### config.mk
export PLATFORM = sky130hd
export DESIGN_NAME = dmem_arbiter
export DESIGN_NICKNAME = d
export VERILOG_FILES = /design/src/rtl/dmem_arbiter.sv
export SDC_FILE = /design/constraint.sdc
export NUM_CORES = 1
export LEC_CHECK = 0
export BUFFER_PORTS_ARGS = -buffer_cell sky130_fd_sc_hd__clkbuf_2
export CELL_PAD_IN_SITES_DETAIL_PLACEMENT = 0
export CELL_PAD_IN_SITES_GLOBAL_PLACEMENT = 2
export CORE_MARGIN = 2
export CORE_UTILIZATION = 31
export CTS_CLUSTER_SIZE = 10
export DETAILED_ROUTE_END_ITERATION = 8
export PLACE_DENSITY = 0.92
export SLEW_MARGIN = 5
export SYNTH_ARGS = -nofsm -noshare
export SYNTH_HDL_FRONTEND = slang
export SYNTH_SLANG_ARGS = --single-unit
### constraint.sdc
create_clock -name clk -period 2.7 [get_ports clk]
set_clock_uncertainty 0.15 [all_clocks]
set_input_delay 0.27 -clock clk [delete_from_list [all_inputs] [get_ports clk]]
set_output_delay 0.27 -clock clk [all_outputs]
set_load 0.005 [all_outputs]
### src/rtl/dmem_arbiter.sv
// Shares the single data memory between the CPU data port (A) and the debug/loader
// port (B). Accesses are serialised round-robin, and port-B writes into the I/O window are blocked.
module dmem_arbiter #(
  parameter int              AW           = 9,
  parameter int              DW           = 16,
  parameter logic [AW-1:0]   PROTECT_BASE = 9'h1F0
) (
  input  logic          clk,
  input  logic          rst_n,
  input  logic          a_req,
  input  logic          a_we,
  input  logic [AW-1:0] a_addr,
  input  logic [DW-1:0] a_wdata,
  output logic          a_ack,
  output logic [DW-1:0] a_rdata,
  input  logic          b_req,
  input  logic          b_we,
  input  logic [AW-1:0] b_addr,
  input  logic [DW-1:0] b_wdata,
  output logic          b_ack,
  output logic [DW-1:0] b_rdata,
  output logic          b_err,
  output logic          mem_rw,
  output logic [AW-1:0] mem_addr,
  output logic [DW-1:0] mem_wdata,
  input  logic [DW-1:0] mem_rdata,
  output logic          busy
);

  typedef enum logic [1:0] {IDLE, ACCESS, DONE} state_t;

  state_t        state;
  state_t        next_state;
  logic          last_b;
  logic          owner_b;
  logic          we_q;
  logic [AW-1:0] addr_q;
  logic [DW-1:0] wdata_q;
  logic          busy_q;
  logic          grant_b;
  logic          blocked;

  // On a tie, B wins only if A was served last.
  assign grant_b  = b_req && (!a_req || !last_b);
  assign blocked  = owner_b && we_q && (addr_q >= PROTECT_BASE);

  // The latched address/data only change at a grant, so the memory bus stays quiet outside ACCESS.
  assign mem_addr  = addr_q;
  assign mem_wdata = wdata_q;
  assign busy      = busy_q;

  always_ff @(posedge clk or negedge rst_n) begin
    if (!rst_n) begin
      state  <= IDLE;
      busy_q <= 1'b0;
    end else begin
      state  <= next_state;
      busy_q <= (next_state != IDLE);
    end
  end

  always_comb begin
    next_state = state;
    case (state)
      IDLE:    if (a_req || b_req) next_state = ACCESS;
      ACCESS:  next_state = DONE;
      DONE:    next_state = IDLE;
      default: next_state = IDLE;
    endcase
  end

  always_comb begin
    mem_rw = 1'b0;
    a_ack  = 1'b0;
    b_ack  = 1'b0;
    b_err  = 1'b0;
    case (state)
      ACCESS: mem_rw = we_q && !blocked;
      DONE: begin
        a_ack = !owner_b;
        b_ack = owner_b;
        b_err = blocked;
      end
      default: ;
    endcase
  end

  always_ff @(posedge clk or negedge rst_n) begin
    if (!rst_n) begin
      last_b  <= 1'b1;
      owner_b <= 1'b0;
      we_q    <= 1'b0;
      addr_q  <= '0;
      wdata_q <= '0;
      a_rdata <= '0;
      b_rdata <= '0;
    end else begin
      if (state == IDLE && (a_req || b_req)) begin
        owner_b <= grant_b;
        we_q    <= grant_b ? b_we    : a_we;
        addr_q  <= grant_b ? b_addr  : a_addr;
        wdata_q <= grant_b ? b_wdata : a_wdata;
      end
      if (state == ACCESS) begin
        last_b <= owner_b;
        if (!we_q) begin
          if (owner_b) b_rdata <= mem_rdata;
          else         a_rdata <= mem_rdata;
        end
      end
    end
  end

endmodule

==> Yosys cells after proc, flatten, opt, wreduce, memory -nomap -nowiden <==
Index checks and enable logic that the tools add are counted.
{ "op_classes": {"n_lt_le_gt_ge": 1, "eq_ne": 2, "mux": 9, "bitwise_logic": 2, "reduce_logical": 15} }
{ "op_table": {"columns": ["cell", "n"], "rows": [
  ["2-to-1 mux 16 bit", 1],
  [">= comparator 9 bit (second input constant)", 1],
  ["2-to-1 mux 9 bit", 1],
  ["AND reduction 3 bit", 2],
  ["logical AND 1 bit", 5],
  ["2-to-1 mux 1 bit", 5],
  ["logical NOT 1 bit", 4],
  ["one-hot mux 2 bit (2 select lines)", 1],
  ["== test 2 x 1 -> 1 bit (second input constant)", 1],
  ["== test 2 bit (second input constant)", 1],
  ["logical NOT 2 bit", 1],
  ["logical OR 1 bit", 2],
  ["2-to-1 mux 2 bit", 1],
  ["inverter 1 bit", 2],
  ["nonzero test 2 bit", 1]
]} }
{ "word_totals": {"reg_bits": 63, "inputBits": 72, "out_inout_bits": 62, "wordCells": 38} }

==> Logic depth before layout (Yosys ltp) <==
{ "depth": {"depth_word": 5, "ltp_mapped": 5, "ltp_nobuf": 3} }

==> Least setup slack after synthesis <==
No wires, ideal clock.
{ "synth_timing": {"path_type": "register -> register", "startpoint": "register last_b", "endpoint": "register addr_q[2] (netlist: mem_addr[2])", "setup_time_ns": 0.125, "arrival_time_ns": 1.494, "required_time_ns": 2.425, "slack_ns": 0.931, "stages_incl_launch_ff": 5, "n_path_buf": 1, "period_less_slack_ns": 1.769, "path_cell_list": "dfstp_2 -> a21boi_2 -> buf_4 -> mux2_2 -> mux2_2"} }
{ "synth_between": {"elab_chain_len": 4} }
{ "synth_rtl": {"columns": ["element", "line", "rtl"], "rows": [
  ["start: declaration", "34", "logic last_b;"],
  ["start signal: assignment", "105", "last_b <= owner_b;"],
  ["logical NOT 1 bit", "44", "assign grant_b = b_req && (!a_req || !last_b);"],
  ["logical OR 1 bit", "44", null],
  ["logical AND 1 bit", "44", null],
  ["2-to-1 mux 9 bit", "101", "addr_q <= grant_b ? b_addr : a_addr;"],
  ["end signal: assignment", "101", null],
  ["end: declaration", "37", "logic [AW-1:0] addr_q;"]
]} }
Every way passes these cells.
A chain may end at the register's enable or synchronous reset.

==> Worst setup path after layout <==
{ "layout_timing": {"startpoint": "register owner_b", "endpoint": "output port b_err"} }
{ "layout_between": {"elab_chain_len": 3} }
{ "layout_rtl": {"columns": ["element", "line", "rtl"], "rows": [
  ["start: declaration", "35", "logic owner_b;"],
  ["start signal: assignment", "99", "owner_b <= grant_b;"],
  ["logical AND 1 bit (2 in series)", "45", "assign blocked = owner_b && we_q && (addr_q >= PROTECT_BASE);"],
  ["2-to-1 mux 1 bit", "77", "case (state)"],
  ["end: declaration", "22", "output logic b_err,"]
]} }
Every way passes these cells.

==> results.sh <==
export IMPL_status="complete, no violations"
export IMPL_max_vdd_ir_drop_uv=423
export IMPL_startpoint_type="flip-flop"
export IMPL_dr_pass1_iters=2
export IMPL_rsz0062_at_grt="false"
export IMPL_syn_to_final_growth_pct=38.0
export IMPL_synth_most_common_cell="mux2_2"
export IMPL_synthDistinctLibCells=20
export IMPL_synth_top_cell_area_share_pct=56.8
export IMPL_clockRootBuffer="clkbuf_8"
export IMPL_final_setup_tns_ps=0
export IMPL_dp_hpwl_mm=4.36
export IMPL_rows=34
export IMPL_totalWireLength_mm=5.84
export IMPL_diodes=0
export IMPL_drtAntennaViolNets=0
export IMPL_port_buffers=133
export IMPL_core_area_mm2=0.00864
export IMPL_seq_area_frac_synth_pct=57.7
export IMPL_maxSlewViolCount=0
export IMPL_syn_inst=171
export IMPL_drv_cap=0
export IMPL_cts_setup_buffers=0
export IMPL_cts_num_sinks=63
export IMPL_path_clk_slew_ps=70
export IMPL_fmax_ghz=0.532
export IMPL_ys_ff_latch=63
export IMPL_cts_made_buffers=9
export IMPL_yosysTopAreaCell="dfrtp_1"
export IMPL_fin_crit_sh_pct=69.7
export IMPL_avgSynthCellArea_um2=16.0
export IMPL_htree_levels=3
export IMPL_cp_top_family="simple AND/OR/NAND/NOR gates"
export IMPL_total_leakage_power_nw=1.84
export IMPL_ys_flop_type="dfrtp_1"
export IMPL_cp_slowest_cell="dfrtp_1"
export IMPL_critPathRequiredTime_ps=2280
export IMPL_cts_tree="built"
export IMPL_place_area_mm2=0.00353
export IMPL_cp_cell_sequence="nand2_1, nor2_1, and4b_2, clkbuf_2"
export IMPL_start_util_pct=31.7
export IMPL_io_pins=134
export IMPL_postLayoutCoreUtil_pct=43.7
export IMPL_ys_warn_count=0
export IMPL_hp_class="input port to flip-flop"
export IMPL_synthTopCellsByArea="dfrtp_1, mux2_2, dfstp_2"
export IMPL_drc=0
export IMPL_vias=1936
export IMPL_post_drt_wl_per_cell_um=13.6
export IMPL_drive_gt1_share_pct=78.1
export IMPL_worstPathArrival_ps=1460
export IMPL_vias_per_cell=4.52
export IMPL_max_slew_margin_pct=71.5
export IMPL_grt_pass1_wl_mm=9.70
export IMPL_powerDensity_mw_per_mm2=1110
export IMPL_crit_path_max_fanout=7
export IMPL_grt_max_degree=28
export IMPL_place_gp_congestion=0.651
export IMPL_die_area_mm2=0.00959
export IMPL_synth_nets=243
export IMPL_clk_latency_ps=330
export IMPL_die_h_um=97.9
export IMPL_crit_path_end_kind="primary output"
export IMPL_clk_path_buf_depth=2
export IMPL_critical_path_class="flip-flop to primary output"
export IMPL_crit_buf_inv=1
export IMPL_finalInstanceArea_mm2=0.00377
export IMPL_die_w_um=97.9
export IMPL_grt_pass1_vias=2072
export IMPL_synth_edf_count=0
export IMPL_layout_nets=388
export IMPL_async_flop_share_pct=100
export IMPL_fin_hold_ws_ps=30.8
export IMPL_setup_viol=0
export IMPL_synth_commonest_cells="mux2_2, dfrtp_1, buf_4"
export IMPL_finalHoldViolCount=0
export IMPL_antenna_found_initial=0
export IMPL_track_usage_pct=12.7
export IMPL_gr_total_overflow=0
export IMPL_tightestPinTransition_ps=427
export IMPL_synth_area_mm2=0.00273
export IMPL_crit_path_max_incr_delay_ps=500
export IMPL_drtIter0Drc=22
export IMPL_period_minus_slack_ps=1880
==> area by class of cell <==
cell class	count	area (µm²)
flip-flops and latches	63	1580
fillers	824	4860
multi-input cells	100	1100
clock buffers	12	165
repair buffers	141	728
well taps	108	135
clock inverters	3	65.1
inverters	1	3.75
==> final timing paths <==
check                                   startpoint                       to  slack, ps  depth (start not counted)
max                            owner_b$_DFFE_PN0P_                    b_err        820                          4
min                                  mem_rdata[11]  b_rdata[11]$_DFFE_PN0P_         30                          2
max reg2reg                     last_b$_DFFE_PN1P_         we_q$_DFFE_PN0P_        960                          4
min reg2reg                mem_addr[3]$_DFFE_PN0P_  mem_addr[3]$_DFFE_PN0P_        360                          1
max in group asynchronous                    rst_n       last_b$_DFFE_PN1P_       1430                          3
min in group asynchronous                    rst_n   b_rdata[4]$_DFFE_PN0P_        260                          2
==> power breakdown <==
part	total (mW)	switching [mW]	internal [mW]
sequential	1.73	0.291	1.44
clock	0.951	0.361	0.589
combinational	1.52	0.576	0.949
total	4.20	1.23	2.97
==> metal layers <==
layer  vias up  share of wire, %  wire length [µm]  GRT usage [%]
met4         0               1.3                74           4.81
met5         -                 0                 0              0
li1        905                 -                 -              -
met3        10               8.2               478           5.01
met2        78                48              2830           21.1
met1       943                42              2460           14.8
==> what timing repair did <==
action / in CTS / in global routing
hold buffers: 1 / 0
resized for setup: 0 / 0
hold endpoints to repair: 18 / 0
==> per-stage QoR <==
stage / power [mW] / setup WS (ps) / std cells
floorplan: 2.61 / 931 / 171
global placement: 3.28 / 943 / 412
detailed placement: 3.32 / 919 / 412
CTS: 4.29 / 772 / 428
global route: 4.50 / 694 / 428
finish: 4.20 / 819 / 428
==> cell families after synthesis <==
kind of cell | after synthesis | synth area share [%]
flip-flops | 63 | 57.7
multiplexers | 86 | 35.4
AO/OA/AOI/OAI | 1 | 0.412
AND/OR/NAND/NOR | 13 | 4.16
buffers and inverters | 8 | 2.29
==> registers in the layout (all words and copies together), names as in the netlist <==
name       cells
a_rdata       16
b_rdata       16
mem_wdata     16
mem_addr       9
state          2
busy           1
last_b         1
owner_b        1
we_q           1
==> cell usage in the layout (no fill, tap or decap), types with 2 or more instances in the layout <==
master     netlist  final
buf_4            3      7
bufinv_16        0      2
clkbuf_2         0    132
clkbuf_8         0     12
dfrtp_1         62     62
mux2_2          86     86
nor2_1           2      2
nor3b_1          2      2
No activity file was read; power rests on OpenSTA's default activity.
